$ cat src/rtl/hilbert_pkg.sv
// Shared defaults and the capture state type for the FFT frame capture block.
package hilbert_pkg;
  localparam int total_bits = 32;
  localparam int N          = 32;
  localparam int idx_w      = $clog2(N);

  typedef enum logic [1:0] {
    IDLE    = 2'd0,
    CAPTURE = 2'd1,
    DRAIN   = 2'd2
  } state_t;
endpackage

$ cat src/rtl/frame_buf_ram.sv
// Simple dual-port frame buffer: one write port and one registered read port on CLK.
module frame_buf_ram #(
  parameter int W      = 64,
  parameter int DEPTH  = 32,
  localparam int AW    = $clog2(DEPTH)
) (
  input  logic          CLK,
  input  logic          RST_N,
  input  logic          wr_en,
  input  logic [AW-1:0] wr_addr,
  input  logic [W-1:0]  wr_data,
  input  logic          rd_en,
  input  logic [AW-1:0] rd_addr,
  output logic [W-1:0]  rd_data
);
  logic [W-1:0] mem [DEPTH];

  // NOTE: the storage array has no reset; only the read register does, so the
  // readout comes up as zero while the array maps onto plain RAM.
  always_ff @(posedge CLK) begin
    if (wr_en) mem[wr_addr] <= wr_data;
  end

  always_ff @(posedge CLK or negedge RST_N) begin
    if (!RST_N)     rd_data <= '0;
    else if (rd_en) rd_data <= mem[rd_addr];
  end
endmodule

$ cat src/rtl/fft_frame_capture.sv
// Captures one transform output frame and streams it out in bin order over valid/ready.
// Define FRAME_PEAK_EN to add PEAK_IDX/PEAK_VALID (bin with largest |re|+|im|).
module fft_frame_capture
  import hilbert_pkg::*;
#(
  parameter int total_bits = hilbert_pkg::total_bits,
  parameter int N          = hilbert_pkg::N,
  localparam int IW        = $clog2(N)
) (
  input  logic                  CLK,
  input  logic                  RST_N,
  input  logic                  ED,
  input  logic                  RDY,
  input  logic [total_bits-1:0] DIReal,
  input  logic [total_bits-1:0] DIImag,
  output logic                  M_VALID,
  input  logic                  M_READY,
  output logic [total_bits-1:0] M_REAL,
  output logic [total_bits-1:0] M_IMAG,
  output logic [IW-1:0]         M_INDEX,
  output logic                  M_LAST,
  output logic                  BUSY,
  output logic [7:0]            DROP_CNT
`ifdef FRAME_PEAK_EN
  ,
  output logic [IW-1:0]         PEAK_IDX,
  output logic                  PEAK_VALID
`endif
);
  state_t                  state, state_nxt;
  logic [IW-1:0]           wr_idx;
  logic                    drain_wait;
  logic                    wr_en, rd_en;
  logic [IW-1:0]           wr_addr, rd_addr;
  logic [2*total_bits-1:0] rd_data;
  logic                    last_xfer;

  assign M_LAST    = M_VALID && (M_INDEX == IW'(N - 1));
  assign last_xfer = M_VALID && M_READY && M_LAST;
  assign BUSY      = (state != IDLE);
  assign M_REAL    = rd_data[2*total_bits-1:total_bits];
  assign M_IMAG    = rd_data[total_bits-1:0];

  frame_buf_ram #(.W(2*total_bits), .DEPTH(N)) u_buf (
    .CLK     (CLK),
    .RST_N   (RST_N),
    .wr_en   (wr_en),
    .wr_addr (wr_addr),
    .wr_data ({DIReal, DIImag}),
    .rd_en   (rd_en),
    .rd_addr (rd_addr),
    .rd_data (rd_data)
  );

  // NOTE: the state register uses non-blocking assignments so every flop samples
  // pre-edge values; the next-state logic below is purely combinational.
  always_ff @(posedge CLK or negedge RST_N) begin
    if (!RST_N) state <= IDLE;
    else        state <= state_nxt;
  end

  // NOTE: every output of this block gets a default first so no path leaves a
  // value unassigned and infers a latch.
  always_comb begin
    state_nxt = state;
    wr_en     = 1'b0;
    wr_addr   = wr_idx;
    rd_en     = 1'b0;
    rd_addr   = '0;
    case (state)
      IDLE: begin
        if (ED && RDY) begin
          wr_en     = 1'b1;
          wr_addr   = '0;
          state_nxt = CAPTURE;
        end
      end
      CAPTURE: begin
        if (ED) begin
          wr_en = 1'b1;
          if (RDY)                          wr_addr   = '0;
          else if (wr_idx == IW'(N - 1))    state_nxt = DRAIN;
        end
      end
      DRAIN: begin
        // One idle cycle after the final write, then keep the read register
        // refilled whenever the presented sample is empty or being taken.
        if (!drain_wait && (!M_VALID || (M_READY && !M_LAST))) begin
          rd_en   = 1'b1;
          rd_addr = M_VALID ? M_INDEX + 1'b1 : '0;
        end
        if (last_xfer) state_nxt = IDLE;
      end
      default: state_nxt = IDLE;
    endcase
  end

  always_ff @(posedge CLK or negedge RST_N) begin
    if (!RST_N) begin
      wr_idx     <= '0;
      drain_wait <= 1'b0;
      M_VALID    <= 1'b0;
      M_INDEX    <= '0;
      DROP_CNT   <= '0;
    end else begin
      // Wraps to zero after index N-1, ready for the next frame.
      if (wr_en) wr_idx <= wr_addr + 1'b1;
      drain_wait <= (state == CAPTURE) && (state_nxt == DRAIN);
      if (rd_en) begin
        M_VALID <= 1'b1;
        M_INDEX <= rd_addr;
      end else if (state == DRAIN && last_xfer) begin
        M_VALID <= 1'b0;
        M_INDEX <= '0;
      end
      if (state == DRAIN && ED && RDY && DROP_CNT != 8'hFF)
        DROP_CNT <= DROP_CNT + 1'b1;
    end
  end

`ifdef FRAME_PEAK_EN
  logic [total_bits:0]   re_ext, im_ext, re_abs, im_abs;
  logic [total_bits+1:0] mag, peak_mag;

  // One extra bit keeps the magnitude of the most negative sample exact.
  always_comb begin
    re_ext = {DIReal[total_bits-1], DIReal};
    im_ext = {DIImag[total_bits-1], DIImag};
    re_abs = re_ext[total_bits] ? (~re_ext + 1'b1) : re_ext;
    im_abs = im_ext[total_bits] ? (~im_ext + 1'b1) : im_ext;
    mag    = {1'b0, re_abs} + {1'b0, im_abs};
  end

  always_ff @(posedge CLK or negedge RST_N) begin
    if (!RST_N) begin
      peak_mag   <= '0;
      PEAK_IDX   <= '0;
      PEAK_VALID <= 1'b0;
    end else begin
      if (wr_en) begin
        if (wr_addr == '0) begin
          peak_mag <= mag;
          PEAK_IDX <= '0;
        end else if (mag > peak_mag) begin
          peak_mag <= mag;
          PEAK_IDX <= wr_addr;
        end
      end
      if (rd_en && !M_VALID)                PEAK_VALID <= 1'b1;
      else if (state == DRAIN && last_xfer) PEAK_VALID <= 1'b0;
    end
  end
`endif
endmodule

$ cat config.mk
export PLATFORM = sky130hd
export DESIGN_NAME = fft_frame_capture
export DESIGN_NICKNAME = d
export VERILOG_FILES = /design/src/rtl/hilbert_pkg.sv /design/src/rtl/frame_buf_ram.sv /design/src/rtl/fft_frame_capture.sv
export SDC_FILE = /design/constraint.sdc
export NUM_CORES = 2
export LEC_CHECK = 0
export ABC_AREA = 1
export CAP_MARGIN = 20
export CORE_AREA = 2 2 536 538
export CTS_CLUSTER_SIZE = 25
export DETAILED_ROUTE_END_ITERATION = 16
export DIE_AREA = 0 0 538 540
export DONT_BUFFER_PORTS = 1
export PLACE_DENSITY = 0.54
export SLEW_MARGIN = 20
export SYNTH_ARGS = -nofsm -noshare
export SYNTH_HDL_FRONTEND = slang
export SYNTH_HIERARCHICAL = 1
export SYNTH_SLANG_ARGS = --single-unit
$ cat constraint.sdc
create_clock -name CLK -period 4.2 [get_ports CLK]
set_input_delay 1.05 -clock CLK [delete_from_list [all_inputs] [get_ports CLK]]
set_output_delay 1.05 -clock CLK [all_outputs]
set_load 0.005 [all_outputs]
Word-level counts from Yosys, hierarchy flattened
Memory sizes are Yosys's and may differ from the RTL's. A register that Yosys moved wholly into a read port is not among the register bits.
Index checks and enable logic that the tools add are counted.
Cells by class
  add/subtract/negate cells: 3
  multiply operators: 0
  divide/modulo/power cells: 0
  $lt $le $gt $ge: 0
  equality and inequality tests: 6
  shift operators: 0
  mux-type cells: 24
  bitwise gates (word level): 0
  reduce and logical (&&, ||, !) cells: 19
Operators by type and width (number)
  5-bit 2-to-1 mux: 8
  1-bit logical AND: 11
  5-bit by 1-bit adder with 5-bit output (second input constant): 2
  5-bit equality test (second input constant): 2
  2-bit 2-to-1 mux: 5
  5-bit one-hot mux with 2 select lines: 1
  8-bit by 1-bit adder with 8-bit output (second input constant): 1
  1-bit 2-to-1 mux: 8
  8-bit != test (second input constant): 1
  2-bit one-hot mux with 3 select lines: 1
  2-bit equality test (second input constant): 2
  1-bit logical NOT: 4
  2-bit nonzero test: 2
  2-bit by 1-bit equality test with 1-bit output (second input constant): 1
  2-bit logical NOT: 1
  1-bit one-hot mux with 2 select lines: 1
  1-bit logical OR: 1
Storage, ports and cells
  bits in registers: 22
  latch bits: 0
  RAM bits: 2048
  ROM bits: 0
  input port bits: 69
  word-level logic and storage cells: 59
  memories: 1
Memories
  u_buf.mem: depth 32, bits a word 64, read ports 1, clocked after memory_dff 1, write ports 1, RTL line frame_buf_ram.sv:16  | logic [W-1:0] mem [DEPTH];

Longest topological paths before layout
  depth after elaboration: 9
  depth in mapped cells: 22
  gate-level depth less buffers: 18

Hierarchy
Netlist, hierarchy kept.
By module, submodules not included
  frame_buf_ram: instances 1, cells each 6876, area each 83914.2 µm²
  fft_frame_capture: instances 1, cells each 186, area each 1291.2 µm²

Least setup slack after synthesis
OpenSTA, ideal clock, no wires.
  path kind: input to register
  start: input port ED
  end: memory u_buf.mem[8][0] (enable)
  library setup time: 0.487 ns
  arrival: 4.515 ns
  data required time: 3.713 ns
  path slack: -0.802 ns
  stages on the path: 8
  path through: nand2_1 > nor2_1 > inv_1 > nand2_1 > inv_1 > inv_1 > nand3_1 > nor2_1
Between the ends
  elaborated cells on any way between the ends: 9
RTL lines
  from (decl): RTL line fft_frame_capture.sv:12  | input logic ED,
  1-bit logical AND: RTL line fft_frame_capture.sv:72  | if (ED && RDY) begin
  5-bit 2-to-1 mux: RTL line fft_frame_capture.sv:72
  5-bit one-hot mux with 2 select lines (*): RTL line fft_frame_capture.sv:70  | case (state)
  via wr_addr[0]: RTL line fft_frame_capture.sv:34  | logic [IW-1:0] wr_addr, rd_addr;
  to (decl): RTL line frame_buf_ram.sv:16
Mark *: on every way through the listed nets, which the timed path passes. The rest lies on a longest branch.

Final worst setup path
  start: register M_INDEX[0]
  end: register u_buf.rd_data[44], read port of u_buf.mem
Between the ends
  word-level cells in the longest chain between the ends: 8
  elaborated cells on any way between the ends: 12
RTL lines
  from (decl): RTL line fft_frame_capture.sv:20  | output logic [IW-1:0] M_INDEX,
  from (signal assigned): RTL line fft_frame_capture.sv:111  | M_INDEX <= rd_addr;
  parallel branches: the longest is 6 deep, another holds 5-bit by 1-bit adder with 5-bit output
  5-bit 2-to-1 mux (*): RTL line fft_frame_capture.sv:88  | if (!drain_wait && (!M_VALID || (M_READY && !M_LAST))) begin
  5-bit 2-to-1 mux (*): RTL line fft_frame_capture.sv:70
  via rd_addr[0]: RTL line fft_frame_capture.sv:34
  to (decl): RTL line frame_buf_ram.sv:14  | output logic [W-1:0] rd_data
Mark *: on every way through the listed nets, which the timed path passes.
A chain may end at the register's enable or synchronous reset.

==> impl_results.md <==
* Growth of design area from synthesis to finish at 15.72%
* Worst vdd rail ir drop at 0.5483 mV
* Number of DRC violations after detailed routing at 0
* Switching Fraction at 21.42%
* Cell area after placement at 91480 sq um
* TritonCTS clock tree: built
* Most used cells in the layout excluding fill and tap cells: nand2_1, edfxtp_1, nand3_1, clkbuf_16, buf_12
* First-pass detailed-route iteration total at 6
* Number of instances in the synthesized netlist at 7062
* Clock latency reported for the late side of the worst-skew pair at 0.85 ns
* Endpoint class of the critical path: register
* Number of max-cap violations at 0
* Number of hold violations in the final report at 0
* Effective utilization at floorplan at 29.95%
* Worst slew margin relative to its limit at around 29%
* Vias at 56490
* Min-delay worst type: primary input to asynchronous set/reset pin
* Initial antenna violation count at 3
* Clock network fraction of total power at 43.0%
* Via count of the first global-routing pass at 53590
* Portion of the post-synthesis area used by sequential elements at 74.70%
* Number of nets with antenna violations after detailed routing at 0
* Clock skew at 0.05902 ns
* # port buffers at 0
* Max-slew violation count at 0
* Post-synthesis sequential element count at 2134
* # H-tree levels at 4
* Core ar. at 284500 sq um
* PostCTS Resize Cnt at 0
* Register clock-pin slew on the reported worst setup and hold paths at 0.06 ns
* Data arrival time of the worst path at 4.67 ns
* Net switching power of the design at 9.658 mW
* Crit Path Class: register to register
* Gpl congestion at about 0.76
* Total Neg Setup Slack at 0 ns
* Post-CTS Repair Setup Buffers at 0
* Die Span X at 538 um
* Startpoint class of the critical path: register
* I/O pins at 149
* Number of distinct library cell variants in the gate-level netlist after synthesis at 25
* Drt via density at 5.121
* Yosys synthesis warning count at 6
* Run status: completed
* Post-synthesis cell type with the largest combined area: edfxtp_1
* Pwr dens at 457.4 nW/um^2
* Worst path required time at 4.97 ns
* Site Rows at 196
* Post-Synthesis Net Count at 7135
* Reg-to-Reg End: u_buf/rd_data[44]
* Portion of total power attributed to sequential cells at a little over half
* Maximum frequency from static timing analysis at 0.2564 GHz
* Number of hold buffers added after cts at 1
* Chain of cells forming the critical path: ha_1 -> nand2_1 -> nor2_1 -> ha_1 -> nand2_1 -> nand2_1 -> nor3_4 -> nand2_1 -> inv_8 -> inv_16 -> buf_12 -> buf_12 -> nand2_1 -> nand3_1 -> nand3_1 -> nand2_1 -> nand2_1 -> nand3_1 -> nand3_1 -> nand2_1
* Post-route cell area at 98600 sq um
* Critical path's most frequent cell: nand2_1
* P_int at 35.44 mW
* Period utilization at 92.87%
* Most common cell after layout, fill and taps aside: nand2_1
* Die extent in y at between 500 and 600 um
* Launching point of the worst reg2reg path: M_INDEX[0]
* Top post-synthesis cells by area: edfxtp_1, nand3_1, nand2_1
* Pin count of the biggest net entering global routing at approximately 130
* Highest cell delay on the worst timing path at roughly 0.45 ns
* Final global-route overflow total at 0
* Final setup violation count at 0
* Number of cells traversed by the worst register-to-register path at 20
* Critical-path top delay cell: dfrtp_1
* Combinational share of power at 3.6%
* Buffer levels on the longest clock path at 3
* Gr usage total at a little under a fifth
* Average instance area after synthesis at about 12 sq um
* Yosys top cell area share at roughly 72%
* Flop-to-flop setup slack at 0.30 ns
* Placed Cells at 10630
* Slew at the pin closest to its max-slew limit at about 1.1 ns
* Leakage power figure at between 30 and 40 nW
* Largest driver fanout on the critical path at 107
* Pwr Total at 45.10 mW
* TritonCTS sink count at between 2000 and 2500
* Total half-perimeter wirelength after legalization and detailed placement at 139.4 mm
* Post-detailed-route wirelength per cell at 24.57 um
* Final Routed Wirelength at 271.0 mm
* Number of nets in the final layout at around 7200
* Clock root cell: clkbuf_16
* Iter 0 DRT Violations at 6246
* Number of clock buffers inserted by TritonCTS at ~220
* Die footprint at approximately 290000 sq um
* Global-route wire length before repair at 388.8 mm
* Netlist Area Pre-Place at 85210 sq um
* RSZ-0062 raised after global routing: no
* Shortest clock period the worst path allows after layout at between 3 and 4 ns
* Post-route non-filler standard cell count at 11030
* Ratio of cells with drive above 1 in the final layout at 8.586%
[worst max-delay path by stage]
stage / from / end / slack, ns / depth (start not counted)
after global placement: ED / u_buf/mem[12][61] / 0.26 / 6
after CTS: M_INDEX[0] / u_buf/rd_data[18] / 0.34 / 20
after detailed placement: ED / u_buf/mem[12][61] / 0.26 / 6
after floorplan: ED / u_buf/mem[8][0] / -0.80 / 8
final: M_INDEX[0] / u_buf/rd_data[44] / 0.30 / 20
after global routing: M_INDEX[0] / u_buf/rd_data[44] / 0.05 / 20
[synth_stat cells (all sizes together)]
master,number
a21oi,2
buf,361
clkbuf,90
dfrtp,86
edfxtp,2048
ha,4
inv,43
nand2,2448
nand3,1915
nand3b,1
nand4,3
nor2,52
nor3,2
o21ai,3
xnor2,3
xor2,1
[layout make-up]
type / count / area (sq um)
Clock buffer: 287 / 5906
Sequential cell: 2134 / 63650
Clock inverter: 116 / 1187
Antenna cell: 1 / 2.502
Timing Repair Buffer: 254 / 3516
Multi-Input combinational cell: 4434 / 19400
Fill cell: 27540 / 185900
Inverter: 43 / 230.2
Tap cell: 3762 / 4707
[metrics by stage]
step / worst slack [ns] / utilization [%] / hold WS [ns]
5_1_grt: 0.05187 / 34.66 / 0.1718
6_report: 0.2993 / 34.66 / 0.1494
2_1_floorplan: -0.8015 / - / 0.4724
3_5_place_dp: 0.2593 / 32.16 / 0.4969
4_1_cts: 0.3359 / 34.66 / 0.1416
3_3_place_gp: 0.2588 / 32.16 / 0.4971
[critical path: cells and delay by family, from the launching register on]
family	cells	cell delay, ns
DFF	1	0.45
adders and majority gates	2	0.40
buffers and inverters	4	1.16
and+or+nand+nor	14	1.74
[state kept, by name, summed over array words and instances (netlist names)]
signal,flops
DROP_CNT,8
M_INDEX,5
M_VALID,1
drain_wait,1
state,2
u_buf/mem,2048
u_buf/rd_data,64
wr_idx,5
[cell families (layout without fill, tap and decap cells)]
| kind of cell | count (synthesis) | count (layout) | share of synthesized area (%) |
|---|---|---|---|
| simple gates | 4421 | 4421 | 22.34 |
| flops | 2134 | 2134 | 74.70 |
| buf+inv | 494 | 700 | 2.830 |
| compound gates | 5 | 5 | 0.02936 |
| fa+ha+maj | 4 | 4 | 0.05874 |
| xor+xnor | 4 | 4 | 0.04112 |
| other cells | 0 | 1 | 0 |
[power by group through the flow]
stage | Sequential (mW) | Clock [mW] | Combinational, mW
floorplan | 24.6 | 0 | 0.669
global placement | 24.6 | 0 | 1.54
detailed placement | 24.6 | 0 | 1.55
CTS | 24.1 | 19.6 | 1.59
global route | 24.2 | 20.4 | 1.69
finish | 24.1 | 19.4 | 1.60
[per-layer routing]
layer  global-route usage [%]  up-vias  wire length [um]
li1                         -    25040                 -
met1                    25.70    28700            117800
met2                    28.75     2358            123200
met3                    3.766      392             23880
met4                    4.215        0              6081
met5                        0        -                 0
Power figures use the tool's default switching activity.
